[src/rtl/storage_pkg.sv]
// Shared types and sizing helpers for the front-panel shift bank.
package storage_pkg;

  localparam int unsigned DEFAULT_DEBOUNCE_CYCLES = 500000;
  localparam int unsigned STAGE_IDX_W             = 4;

  // Wide enough to address any stage of the largest (16-stage) bank
  typedef logic [STAGE_IDX_W-1:0] stage_idx_t;

  function automatic int unsigned count_width(input int unsigned depth);
    return $clog2(depth + 1);
  endfunction

  function automatic int unsigned sel_width(input int unsigned depth);
    return (depth < 2) ? 1 : $clog2(depth);
  endfunction

endpackage

[src/rtl/storage_shift_bank_button_edge.sv]
// Raw button -> one-cycle press pulse: 2-FF synchroniser, optional debounce
// (STORAGE_SHIFT_BANK_DEBOUNCE_EN), arming after a confirmed low, rising-edge detect.
module button_edge
  import storage_pkg::*;
`ifdef STORAGE_SHIFT_BANK_DEBOUNCE_EN
#(
  parameter int unsigned DEBOUNCE_CYCLES = DEFAULT_DEBOUNCE_CYCLES
)
`endif
(
  input  logic clk,
  input  logic reset,
  input  logic button,
  output logic pulse_c
);

  logic [1:0] sync_q;
  logic [1:0] fill_q;
  logic       level;
  logic       level_q;
  logic       armed_q;

  // fill_q marks when the synchroniser holds real samples rather than reset zeros
  always_ff @(posedge clk) begin
    if (!reset) begin
      sync_q <= '0;
      fill_q <= '0;
    end else begin
      sync_q <= {sync_q[0], button};
      fill_q <= {fill_q[0], 1'b1};
    end
  end

`ifdef STORAGE_SHIFT_BANK_DEBOUNCE_EN
  localparam int unsigned CNT_W = $clog2(DEBOUNCE_CYCLES + 1);

  logic [CNT_W-1:0] db_cnt_q;
  logic             db_level_q;

  // Debounced level follows the synchronised one only after a full stable run
  always_ff @(posedge clk) begin
    if (!reset) begin
      db_cnt_q   <= '0;
      db_level_q <= 1'b0;
    end else if (sync_q[1] == db_level_q) begin
      db_cnt_q <= '0;
    end else if (db_cnt_q == CNT_W'(DEBOUNCE_CYCLES - 1)) begin
      db_cnt_q   <= '0;
      db_level_q <= sync_q[1];
    end else begin
      db_cnt_q <= db_cnt_q + CNT_W'(1);
    end
  end

  assign level = db_level_q;
`else
  assign level = sync_q[1];
`endif

  // Arm only on a genuinely sampled low so a press held through reset is ignored
  always_ff @(posedge clk) begin
    if (!reset) begin
      level_q <= 1'b0;
      armed_q <= 1'b0;
    end else begin
      level_q <= level;
      armed_q <= armed_q | (fill_q[1] & ~sync_q[1] & ~level);
    end
  end

  assign pulse_c = level & ~level_q & armed_q;

endmodule

[src/rtl/storage_shift_bank.sv]
// DEPTH-stage, WIDTH-bit front-panel shift bank with write/transfer/clear buttons.
// Optional button debounce: define STORAGE_SHIFT_BANK_DEBOUNCE_EN.
module storage_shift_bank
  import storage_pkg::*;
#(
  parameter int unsigned WIDTH           = 8,
  parameter int unsigned DEPTH           = 4,
  parameter int unsigned DEBOUNCE_CYCLES = DEFAULT_DEBOUNCE_CYCLES
)
(
  input  logic                          clk,
  input  logic                          reset,
  input  logic [WIDTH-1:0]              switches,
  input  logic                          write_button,
  input  logic                          transfer_button,
  input  logic                          clear_button,
  input  logic                          rotate_mode,
  input  logic [sel_width(DEPTH)-1:0]   view_sel,
  output logic [WIDTH-1:0]              head_leds,
  output logic [WIDTH-1:0]              tail_leds,
  output logic [WIDTH-1:0]              view_leds,
  output logic [DEPTH-1:0]              valid,
  output logic [count_width(DEPTH)-1:0] count,
  output logic                          overflow
);

  localparam int unsigned SEL_W = sel_width(DEPTH);
  localparam int unsigned CNT_W = count_width(DEPTH);
  localparam int unsigned N_BTN = 3;

  if (DEPTH < 2 || DEPTH > 16 || DEBOUNCE_CYCLES == 0) begin : g_bad_param
    $error("storage_shift_bank: DEPTH must be 2..16 and DEBOUNCE_CYCLES nonzero");
  end

  logic [N_BTN-1:0] raw_buttons;
  logic [N_BTN-1:0] pulses;
  logic             write_pulse;
  logic             transfer_pulse;
  logic             clear_pulse;

  assign raw_buttons = {clear_button, transfer_button, write_button};

  for (genvar b = 0; b < int'(N_BTN); b++) begin : g_btn
`ifdef STORAGE_SHIFT_BANK_DEBOUNCE_EN
    button_edge #(
      .DEBOUNCE_CYCLES (DEBOUNCE_CYCLES)
    ) u_button_edge (
      .clk     (clk),
      .reset   (reset),
      .button  (raw_buttons[b]),
      .pulse_c (pulses[b])
    );
`else
    button_edge u_button_edge (
      .clk     (clk),
      .reset   (reset),
      .button  (raw_buttons[b]),
      .pulse_c (pulses[b])
    );
`endif
  end

  assign write_pulse    = pulses[0];
  assign transfer_pulse = pulses[1];
  assign clear_pulse    = pulses[2];

  logic [WIDTH-1:0] stage_q [DEPTH];
  logic [WIDTH-1:0] stage_d [DEPTH];
  logic [DEPTH-1:0] valid_q;
  logic [DEPTH-1:0] valid_d;
  logic             overflow_q;
  logic             overflow_d;
  logic [CNT_W-1:0] count_q;
  logic [CNT_W-1:0] count_d;

  // Clear wins; otherwise transfer is applied first and a write then owns stage 0
  always_comb begin
    stage_d    = stage_q;
    valid_d    = valid_q;
    overflow_d = overflow_q;
    if (clear_pulse) begin
      for (int i = 0; i < int'(DEPTH); i++) begin
        stage_d[i] = '0;
      end
      valid_d    = '0;
      overflow_d = 1'b0;
    end else begin
      if (transfer_pulse) begin
        for (int i = 1; i < int'(DEPTH); i++) begin
          stage_d[i] = stage_q[i-1];
        end
        valid_d = {valid_q[DEPTH-2:0], 1'b0};
        if (rotate_mode) begin
          stage_d[0] = stage_q[DEPTH-1];
          valid_d[0] = valid_q[DEPTH-1];
        end else begin
          stage_d[0] = '0;
          overflow_d = overflow_q | valid_q[DEPTH-1];
        end
      end
      if (write_pulse) begin
        // A rotated tail displaced by the write is lost data
        if (transfer_pulse && rotate_mode) begin
          overflow_d = overflow_q | valid_q[DEPTH-1];
        end
        stage_d[0] = switches;
        valid_d[0] = 1'b1;
      end
    end
  end

  always_comb begin
    count_d = '0;
    for (int i = 0; i < int'(DEPTH); i++) begin
      count_d = count_d + CNT_W'(valid_d[i]);
    end
  end

  always_ff @(posedge clk) begin
    if (!reset) begin
      for (int i = 0; i < int'(DEPTH); i++) begin
        stage_q[i] <= '0;
      end
      valid_q    <= '0;
      overflow_q <= 1'b0;
      count_q    <= '0;
    end else begin
      stage_q    <= stage_d;
      valid_q    <= valid_d;
      overflow_q <= overflow_d;
      count_q    <= count_d;
    end
  end

  stage_idx_t view_idx;
  assign view_idx = stage_idx_t'(view_sel);

  // Out-of-range selections fall through to zero
  always_comb begin
    view_leds = '0;
    for (int i = 0; i < int'(DEPTH); i++) begin
      if (view_idx == stage_idx_t'(i)) begin
        view_leds = stage_q[i];
      end
    end
  end

  assign head_leds = stage_q[0];
  assign tail_leds = stage_q[DEPTH-1];
  assign valid     = valid_q;
  assign count     = count_q;
  assign overflow  = overflow_q;

  logic unused_sel_w;
  assign unused_sel_w = ^SEL_W;

endmodule

[config.mk]
export PLATFORM = sky130hd
export DESIGN_NAME = storage_shift_bank
export DESIGN_NICKNAME = d
export VERILOG_FILES = /design/src/rtl/storage_pkg.sv /design/src/rtl/storage_shift_bank_button_edge.sv /design/src/rtl/storage_shift_bank.sv
export SDC_FILE = /design/constraint.sdc
export NUM_CORES = 1
export LEC_CHECK = 0
export BUFFER_PORTS_ARGS = -buffer_cell sky130_fd_sc_hd__buf_2
export CAP_MARGIN = 20
export CORE_MARGIN = 3
export CORE_UTILIZATION = 38
export DETAILED_ROUTE_END_ITERATION = 8
export PLACE_DENSITY_LB_ADDON = 0.1
export SYNTH_ARGS = -nofsm -noshare
export SYNTH_HDL_FRONTEND = slang
export SYNTH_HIERARCHICAL = 1
export SYNTH_SLANG_ARGS = --single-unit
[constraint.sdc]
create_clock -name clk -period 5.38 [get_ports clk]
set_input_delay 0.538 -clock clk [delete_from_list [all_inputs] [get_ports clk]]
set_output_delay 0.538 -clock clk [all_outputs]
set_load 0.005 [all_outputs]
### Word level (Yosys, flattened, before mapping)

Cells that the tools add are included.

* input port bits: 16
* logic and storage cells: 73
* bits in registers: 58

* reduce and logical (&&, ||, !) cells: 4
* multiplexer cells: 18
* add/sub/neg operators: 3
* equality and inequality tests: 3
* bitwise logic cells: 23

Operator list (number)
* $mux W8: 6
* $mux W32: 1
* $and A1 B1 Y1: 12
* $mux W1: 9
* $mux W4: 2
* $not A1 Y1: 7
* $eq A2 B2 Y1 const B: 2
* $logic_not A4 Y1: 1
* $or A1 B1 Y1: 4
* $add A2 B1 Y3: 1
* $add A3 B1 Y3: 1
* $add A1 B1 Y2: 1
* $eq A2 B1 Y1 const B: 1
* $reduce_bool A2 Y1: 1
* $reduce_or A2 Y1: 1
* $logic_and A1 B1 Y1: 1

### Longest topological paths before layout

Gate-level depths: netlist of the first run.

* depth after elaboration: 9
* mapped depth: 11
* depth with buffers taken out: 10

### Cells and area by module

The synthesis of the first run kept the hierarchy.

By module, submodules not included
* storage_shift_bank: area each 1954.4 µm², times used 1, cells each 184
* button_edge: area each 166.4 µm², times used 3, cells each 14

### Worst setup path after synthesis of the first run

OpenSTA, ideal clock, no wires.

* path type: input port to flip-flop
* start: in rotate_mode
* end: reg count_q[1] (netlist: count[1])
* slack: 3002 ps
* library setup time: 115 ps
* cell stages on the path: 9
* data required time: 5265 ps
* data arrival time: 2263 ps
* path through: buf_2 and3_1 a211oi_2 or2_1 fa_1 inv_1 ha_1 ha_1 and2_1

* word-level cells in the longest chain between the ends: 7

Ends and longest elaborated chain
* from (decl): RTL line storage_shift_bank.sv:17 `input logic rotate_mode,`
* $mux W1: RTL line storage_shift_bank.sv:93 `if (rotate_mode) begin`
* $mux W4: RTL line storage_shift_bank.sv:88 `if (transfer_pulse) begin`
* $mux W1: RTL line storage_shift_bank.sv:101 `if (write_pulse) begin`
* $mux W4: RTL line storage_shift_bank.sv:81 `if (clear_pulse) begin`
* $add A1 B1 Y2: RTL line storage_shift_bank.sv:115 `count_d = count_d + CNT_W'(valid_d[i]);`
* $add A2 B1 Y3: RTL line storage_shift_bank.sv:115
* $add A3 B1 Y3: RTL line storage_shift_bank.sv:115
* via count_d[1]: RTL line storage_shift_bank.sv:74 `logic [CNT_W-1:0] count_d;`
* to (signal assigned): RTL line storage_shift_bank.sv:131 `count_q <= count_d;`
* to (decl): RTL line storage_shift_bank.sv:73 `logic [CNT_W-1:0] count_q;`

The timed path passes the listed nets, and every way through them passes these cells.
A chain may end at the register's enable or synchronous reset.

### Worst setup path after layout of the first run

* start: reg g_btn[1].u_button_edge.sync_q[1]
* end: reg count_q[1] (netlist: count[1])

* word-level cells in the longest chain between the ends: 8

Ends and longest elaborated chain
* from (decl): RTL line storage_shift_bank_button_edge.sv:17 `logic [1:0] sync_q;`
* from (signal assigned): RTL line storage_shift_bank_button_edge.sv:29 `sync_q <= {sync_q[0], button};`
* $and A1 B1 Y1 * (2 in a row): RTL line storage_shift_bank_button_edge.sv:71 `assign pulse_c = level & ~level_q & armed_q;`
* via transfer_pulse: RTL line storage_shift_bank.sv:38 `logic transfer_pulse;`
* $mux W4 *: RTL line storage_shift_bank.sv:88
* $mux W1: RTL line storage_shift_bank.sv:101
* $mux W4 *: RTL line storage_shift_bank.sv:81
* $add A1 B1 Y2: RTL line storage_shift_bank.sv:115
* $add A2 B1 Y3: RTL line storage_shift_bank.sv:115
* $add A3 B1 Y3 *: RTL line storage_shift_bank.sv:115
* via count_d[1]: RTL line storage_shift_bank.sv:74

Mark *: on every way through the listed nets, which the timed path passes. The rest lies on a longest branch.

==> results of run 1 <==
-- per-stage QoR --
stage / total power [mW] / worst slack, ns / hold WS (ns) / instances
3_5_place_dp: 0.489 / 2.79 / 0.414 / 322
2_1_floorplan: 0.479 / 3.00 / 0.406 / 226
5_1_grt: 0.858 / 2.60 / 0.405 / 335
3_3_place_gp: 0.489 / 2.79 / 0.408 / 322
4_1_cts: 0.830 / 2.77 / 0.397 / 335
6_report: 0.815 / 2.78 / 0.416 / 335
-- path summary, 6_finish.rpt --
kind / cells past startpoint / slack (ns) / endpoint
worst max-delay path: 10 / 2.78 / count[1]
worst min register to register: 1 / 0.42 / g_btn[0].u_button_edge/sync_q[1]
worst max register to register: 10 / 2.78 / count[1]
worst min-delay path: 2 / 0.42 / g_btn[2].u_button_edge/sync_q[0]
-- sequential cells by signal (all words and copies together), names as in the netlist --
| signal | flops |
|---|---|
| stage_q | 16 |
| head_leds | 8 |
| tail_leds | 8 |
| g_btn.u_button_edge/fill_q | 6 |
| g_btn.u_button_edge/sync_q | 6 |
| valid | 4 |
| count | 3 |
| g_btn.u_button_edge/armed_q | 3 |
| g_btn.u_button_edge/level_q | 3 |
| overflow | 1 |
-- layer usage --
metal,track usage [%],part of all wire (%),vias to the layer above
li1,-,-,808
met1,17.1,47,776
met2,21.4,47,41
met3,4.94,5.9,4
met4,6.80,0.88,0
met5,0,0,-
-- logic make-up after synthesis --
group | count (synthesis)
buf+inv | 41
compound gates | 21
simple gates | 68
flops | 58
mux | 35
fa+ha+maj | 3
-- area by class of cell --
class	count	area (um^2)
clock buffer	13	159
tap	75	93.8
inverter	12	45.0
sequential	58	1160
multi-input combinational	127	1030
fill	604	3350
timing repair buffer	50	258
-- cell usage after synthesis, types with 3 or more instances --
library cell / number
dfxtp_1: 58
nor2_1: 32
mux2i_1: 27
buf_4: 22
and2_1: 15
inv_1: 11
a21oi_1: 8
a221oi_2: 8
mux4_2: 8
nand3_1: 8
buf_6: 4
nand2_1: 3
nor2b_1: 3
o21a_1: 3
or2_1: 3
-- power by group --
group | switching (mW) | internal, mW
Clock | 0.151 | 0.185
Combinational | 0.0217 | 0.0162
Sequential | 0.00344 | 0.438
==> impl_metrics.xml, run 1 <==
<?xml version="1.0" encoding="UTF-8"?>
<metrics>
  <group name="clocking">
    <metric name="postCtsSetupBuffers" unit="">0</metric>
    <metric name="cts_resized" unit="">0</metric>
    <metric name="worstSkewPairLatency" unit="ns">0.32</metric>
    <metric name="h-tree-depth" unit="">3</metric>
    <metric name="cts.sink_count" unit="">58</metric>
    <metric name="tritoncts.num_buffers" unit="">9</metric>
    <metric name="cts_buffer_depth" unit="">2</metric>
    <metric name="cts.root.buffer_cell" unit="">clkbuf_8</metric>
    <metric name="post_cts_hold_fix_bufs" unit="">0</metric>
    <metric name="tritoncts" unit="">done</metric>
    <metric name="clkTransAtPathRegs" unit="ns">0.06</metric>
  </group>
  <group name="routing">
    <metric name="total_wire_length_after_detailed_routing" unit="um">4560</metric>
    <metric name="via_per_inst" unit="">4.86</metric>
    <metric name="antenna_violating_nets_post_route" unit="">0</metric>
    <metric name="first_pass_iters" unit="">4</metric>
    <metric name="avgRoutedWirePerCell" unit="um">13.6</metric>
    <metric name="vias" unit="">1629</metric>
    <metric name="detail_route.iter0.violations" unit="">96</metric>
    <metric name="drc" unit="">0</metric>
  </group>
  <group name="yosys">
    <metric name="ys_warn_count" unit="">6</metric>
    <metric name="post_synth_inst_count" unit="">226</metric>
    <metric name="synth_edf_count" unit="">0</metric>
    <metric name="synth_xor_area_share" unit="%">0</metric>
    <metric name="ys_seq_elements" unit="">58</metric>
    <metric name="synthFlopType" unit="">dfxtp_1</metric>
    <metric name="synth_fa_ha_area_share" unit="%">1.84</metric>
    <metric name="yosys.area.top_type_share" unit="%">47.3</metric>
    <metric name="synth_nets" unit="">245</metric>
    <metric name="syn-mean-instance-area" unit="um^2">10.9</metric>
    <metric name="synth-async-reset-ratio" unit="%">0</metric>
    <metric name="synth_top_cells_by_area" unit="">dfxtp_1 (47%), mux2i_1 (11%), mux4_2 (7.3%), buf_4 (6.7%), a221oi_2 (4.9%)</metric>
    <metric name="synthSimpleGateAreaFrac" unit="%">13.3</metric>
    <metric name="synthMuxAreaShare" unit="%">18.4</metric>
    <metric name="yosysUniqueCellTypes" unit="">25</metric>
    <metric name="synth-compound-area-share" unit="%">8.21</metric>
    <metric name="main_combinational_cell_family_by_area_after_synthesis" unit="">multiplexers</metric>
    <metric name="proportion_of_synthesized_chip_area_in_sequential_cells" unit="%">47.3</metric>
    <metric name="cell_type_with_the_largest_total_area_after_synthesis" unit="">dfxtp_1</metric>
    <metric name="synthesis.area" unit="um^2">2450</metric>
  </group>
  <group name="floorplan">
    <metric name="die_height" unit="um">86.4</metric>
    <metric name="placeableCoreArea" unit="um^2">6100</metric>
    <metric name="top_level_ports" unit="">48</metric>
    <metric name="start_util" unit="%">40.3</metric>
    <metric name="chipWidth" unit="um">86.4</metric>
    <metric name="floorplan.die_area" unit="um^2">7460</metric>
    <metric name="row_count" unit="">28</metric>
  </group>
  <group name="setup_path">
    <metric name="max_stage_delay" unit="ns">0.54</metric>
    <metric name="r2r_start" unit="">g_btn[1].u_button_edge/sync_q[1]</metric>
    <metric name="worstSetupStartpointType" unit="">flip-flop</metric>
    <metric name="worst_ep_required_time" unit="ns">5.60</metric>
    <metric name="cp_cell_sequence" unit="">nand2_1, nor2_4, and3_1, a211oi_2, or2_1, fa_1, inv_1, ha_1, ha_1, and2_1</metric>
    <metric name="worstSetupEndpointType" unit="">flip-flop</metric>
    <metric name="crit_family" unit="">simple AND/OR/NAND/NOR gates</metric>
    <metric name="cpMostUsedCell" unit="">ha_1</metric>
    <metric name="cpMaxStageDelayCell" unit="">fa_1</metric>
    <metric name="crit_start" unit="">g_btn[1].u_button_edge/sync_q[1]</metric>
    <metric name="critical_path_arrival" unit="ns">2.82</metric>
    <metric name="worstPathMaxFanout" unit="">15</metric>
    <metric name="crit_path_category" unit="">flip-flop to flip-flop</metric>
    <metric name="wp_buf_inv" unit="">1</metric>
  </group>
  <group name="sta">
    <metric name="shortest_clock_period_the_worst_path_allows_after_layout" unit="ns">2.60</metric>
    <metric name="layout_worst_path_cycle_share" unit="%">48.4</metric>
    <metric name="setup-violations-final" unit="">0</metric>
    <metric name="rsz0062_at_grt" unit="">no</metric>
    <metric name="max_slew_margin" unit="%">70.2</metric>
    <metric name="timing_hold_violations_final" unit="">0</metric>
    <metric name="max_slew.worst_pin.slew" unit="ns">0.445</metric>
    <metric name="report.final.slew_viol_count" unit="">0</metric>
    <metric name="setup-tns-final" unit="ns">0</metric>
    <metric name="max_clock_freq" unit="MHz">384</metric>
    <metric name="skew" unit="ns">0.00483</metric>
  </group>
  <group name="worst_hold_path">
    <metric name="hold_path.class" unit="">primary input to flip-flop</metric>
    <metric name="min_from" unit="">clear_button</metric>
  </group>
  <group name="outcome">
    <metric name="outcome" unit="">complete, no violations</metric>
  </group>
  <group name="pwr">
    <metric name="vdd.ir_drop.worst" unit="V">0.000163</metric>
    <metric name="power_leakage" unit="nW">1.15</metric>
    <metric name="power.density" unit="nW/um^2">296</metric>
  </group>
  <group name="layout">
    <metric name="post_route_cells_drive_above_1_share" unit="%">31.2</metric>
    <metric name="n_antenna_cell" unit="">0</metric>
    <metric name="design_area" unit="um^2">2750</metric>
    <metric name="final_common_cell" unit="">dfxtp_1</metric>
    <metric name="area_growth" unit="%">12.1</metric>
    <metric name="utilization" unit="%">45.1</metric>
    <metric name="design.final.nets" unit="">277</metric>
    <metric name="layout.cells.most_common_list" unit="">dfxtp_1 (58), buf_2 (47), nor2_1 (30), mux2i_1 (27), and2_1 (15)</metric>
  </group>
  <group name="place">
    <metric name="gp_congestion" unit="">0.745</metric>
    <metric name="placedInstanceArea" unit="um^2">2590</metric>
    <metric name="placement.io_buffers" unit="">47</metric>
    <metric name="dp_hpwl" unit="um">2990</metric>
  </group>
  <group name="global_routing">
    <metric name="grt_antenna_before_repair" unit="">0</metric>
    <metric name="first_global_vias" unit="">1656</metric>
    <metric name="gr_overflow_total" unit="">0</metric>
    <metric name="grtUsageTotal" unit="%">13.9</metric>
    <metric name="grt_start_max_net_pins" unit="">35</metric>
    <metric name="grt_pass1_wl" unit="um">7960</metric>
  </group>
  <group name="flow_run">
    <metric name="drv_cap" unit="">0</metric>
  </group>
</metrics>
No activity file was read; power rests on OpenSTA's default activity.
==> run 2: changes to the inputs <==
clock period = 2.1 ns   (was 5.38 ns; I/O delays follow)
==> impl_metrics.xml, run 2 (synthesis gave the netlist of run 1 again) <==
<?xml version="1.0" encoding="UTF-8"?>
<metrics>
  <group name="layout">
    <metric name="multi_input_combinational_cell_area" unit="um^2">1070</metric>
    <metric name="fillers" unit="">587</metric>
    <metric name="largest_reg_flops" unit="">16</metric>
    <metric name="n_antenna_cell" unit="">0</metric>
    <metric name="post_layout_nonfiller_instances" unit="">346</metric>
    <metric name="post_route_cells_drive_above_1_share" unit="%">37.6</metric>
    <metric name="design.final.nets" unit="">288</metric>
    <metric name="registers.top_by_ff_count" unit="">stage_q</metric>
    <metric name="final_common_cell" unit="">dfxtp_1</metric>
    <metric name="final-seq-area" unit="um^2">1160</metric>
    <metric name="layout.cells.most_common_list" unit="">dfxtp_1 (56), buf_2 (47), nor2_1 (30), mux2i_1 (27), buf_4 (13)</metric>
    <metric name="area_growth" unit="%">17.4</metric>
  </group>
  <group name="floorplan">
    <metric name="floorplan.die_area" unit="um^2">7460</metric>
    <metric name="start_util" unit="%">40.3</metric>
    <metric name="row_count" unit="">28</metric>
    <metric name="top_level_ports" unit="">48</metric>
    <metric name="chipWidth" unit="um">86.4</metric>
    <metric name="die_height" unit="um">86.4</metric>
    <metric name="placeableCoreArea" unit="um^2">6100</metric>
  </group>
  <group name="setup_path">
    <metric name="cpMostUsedCell" unit="">ha_4</metric>
    <metric name="worstPathMaxFanout" unit="">4</metric>
    <metric name="worstSetupEndpointType" unit="">flip-flop</metric>
    <metric name="crit_start" unit="">g_btn[1].u_button_edge/armed_q</metric>
    <metric name="r2r-end" unit="">count[1]</metric>
    <metric name="worst_ep_required_time" unit="ns">2.32</metric>
    <metric name="r2r_setup_slack" unit="ns">-0.06</metric>
    <metric name="r2r.worst_path.cells" unit="">10</metric>
    <metric name="max_stage_delay" unit="ns">0.57</metric>
    <metric name="worstSetupStartpointType" unit="">flip-flop</metric>
    <metric name="cpMaxStageDelayCell" unit="">fa_1</metric>
    <metric name="cp-endpoint" unit="">count[1]</metric>
    <metric name="critical_path_arrival" unit="ns">2.38</metric>
    <metric name="r2r_start" unit="">g_btn[1].u_button_edge/armed_q</metric>
    <metric name="crit_family" unit="">adder cells</metric>
    <metric name="worstSetupPathDepth" unit="">10</metric>
    <metric name="crit_path_category" unit="">flip-flop to flip-flop</metric>
    <metric name="wp_buf_inv" unit="">2</metric>
    <metric name="cp_cell_sequence" unit="">nand2_2, nor2_4, buf_6, mux2i_1, or2_1, fa_1, inv_2, ha_4, ha_4, and2_4</metric>
  </group>
  <group name="clocking">
    <metric name="worstSkewPairLatency" unit="ns">0.33</metric>
    <metric name="tritoncts" unit="">done</metric>
    <metric name="cts.sink_count" unit="">58</metric>
    <metric name="tritoncts.num_buffers" unit="">9</metric>
    <metric name="h-tree-depth" unit="">3</metric>
    <metric name="clkTransAtPathRegs" unit="ns">0.06</metric>
    <metric name="cts_buffer_depth" unit="">2</metric>
    <metric name="cts.root.buffer_cell" unit="">clkbuf_8</metric>
  </group>
  <group name="sta">
    <metric name="hold_slack" unit="ns">0.0950</metric>
    <metric name="timing_hold_violations_final" unit="">0</metric>
    <metric name="setup-tns-final" unit="ns">-0.0571</metric>
    <metric name="setup-violations-final" unit="">1</metric>
    <metric name="skew" unit="ns">0.00849</metric>
    <metric name="max_clock_freq" unit="MHz">464</metric>
    <metric name="layout_worst_path_cycle_share" unit="%">103</metric>
    <metric name="shortest_clock_period_the_worst_path_allows_after_layout" unit="ns">2.16</metric>
    <metric name="fin_ws" unit="ns">-0.0571</metric>
    <metric name="max_slew_margin" unit="%">72.3</metric>
    <metric name="max_slew.worst_pin.slew" unit="ns">0.415</metric>
    <metric name="rsz0062_at_grt" unit="">yes</metric>
    <metric name="report.final.slew_viol_count" unit="">0</metric>
  </group>
  <group name="pwr">
    <metric name="cellInternalPower" unit="mW">1.64</metric>
    <metric name="power_leakage" unit="nW">1.20</metric>
    <metric name="sw_frac_of_total" unit="%">21.2</metric>
    <metric name="p_comb_share" unit="%">5.1</metric>
    <metric name="clockPowerShare" unit="%">40.7</metric>
    <metric name="vdd.ir_drop.worst" unit="V">0.000498</metric>
    <metric name="total_switching_power" unit="uW">442</metric>
    <metric name="p_seq_share" unit="%">54.3</metric>
    <metric name="power.density" unit="nW/um^2">723</metric>
    <metric name="totalPowerFinal" unit="mW">2.08</metric>
  </group>
  <group name="global_routing">
    <metric name="grtUsageTotal" unit="%">13.6</metric>
    <metric name="gr_overflow_total" unit="">0</metric>
    <metric name="grt_pass1_wl" unit="um">7780</metric>
    <metric name="first_global_vias" unit="">1603</metric>
    <metric name="grt_start_max_net_pins" unit="">35</metric>
    <metric name="grt_antenna_before_repair" unit="">0</metric>
  </group>
  <group name="outcome">
    <metric name="outcome" unit="">finished with violations</metric>
    <metric name="violations" unit="">setup timing</metric>
  </group>
  <group name="place">
    <metric name="placement.io_buffers" unit="">47</metric>
    <metric name="dp_hpwl" unit="um">3030</metric>
    <metric name="gp_congestion" unit="">0.683</metric>
    <metric name="post-place-cells" unit="">329</metric>
    <metric name="post-place-ws" unit="ns">-0.122</metric>
  </group>
  <group name="worst_hold_path">
    <metric name="min_from" unit="">clear_button</metric>
    <metric name="hold_path.class" unit="">primary input to flip-flop</metric>
  </group>
  <group name="routing">
    <metric name="drc" unit="">0</metric>
    <metric name="via_per_inst" unit="">4.76</metric>
    <metric name="total_wire_length_after_detailed_routing" unit="um">4630</metric>
    <metric name="avgRoutedWirePerCell" unit="um">13.4</metric>
    <metric name="detail_route.iter0.violations" unit="">65</metric>
    <metric name="first_pass_iters" unit="">4</metric>
    <metric name="vias" unit="">1646</metric>
    <metric name="antenna_violating_nets_post_route" unit="">0</metric>
  </group>
  <group name="flow_run">
    <metric name="drv_cap" unit="">0</metric>
  </group>
</metrics>
-- run 2: cell types whose count changed in the layout (fill, tap and decap cells not counted), sizes merged --
cell / change
buf: +11
-- run 2: final cells by class --
| cell class | instances | share of cell area (%) |
|---|---|---|
| clock buffer | 13 | 5.51 |
| inverter | 12 | 1.65 |
| multi-input combinational | 127 | 37.3 |
| sequential | 58 | 40.4 |
| tap | 75 | 3.26 |
| timing repair buffer | 61 | 11.9 |
-- run 2: stage by stage --
stage               cell area [um^2]  util [%]
floorplan                       2460         -
global route                    2880      47.3
global placement                2650      43.4
finish                          2880      47.3
CTS                             2860      46.9
detailed placement              2650      43.4
-- run 2: routing by layer --
layer | GRT usage (%) | vias to the layer above | share of wire, %
met2 | 22.3 | 39 | 48
met4 | 4.25 | 0 | 1.0
met3 | 6.37 | 5 | 6.5
li1 | - | 829 | -
met5 | 0 | - | 0
met1 | 15.8 | 773 | 44
-- run 2: how the worst min path moves through the flow --
stage | end | slack, ns | depth (start not counted)
floorplan | g_btn[0].u_button_edge/fill_q[0] | 0.24 | 0
detailed placement | g_btn[0].u_button_edge/sync_q[1] | 0.41 | 1
finish | g_btn[2].u_button_edge/sync_q[0] | 0.1 | 2
global route | g_btn[0].u_button_edge/sync_q[0] | 0.09 | 2
global placement | g_btn[2].u_button_edge/sync_q[1] | 0.41 | 1
CTS | g_btn[2].u_button_edge/sync_q[0] | 0.08 | 2
-- run 2: power groups by stage --
stage               Sequential, mW  Combinational, mW  Clock [mW]
floorplan                     1.15             0.0756           0
global placement              1.15              0.105           0
detailed placement            1.15              0.105           0
CTS                           1.13              0.107       0.889
global route                  1.13              0.117       0.933
finish                        1.13              0.105       0.848
-- run 2: what timing repair did --
action / 4_1_cts / 5_1_grt
pin swaps: 2 / 0
endpoints found under the setup margin: 2 / 3
gates resized for setup: 9 / 4
hold buffers: 0 / 0
setup buffers: 3 / 1
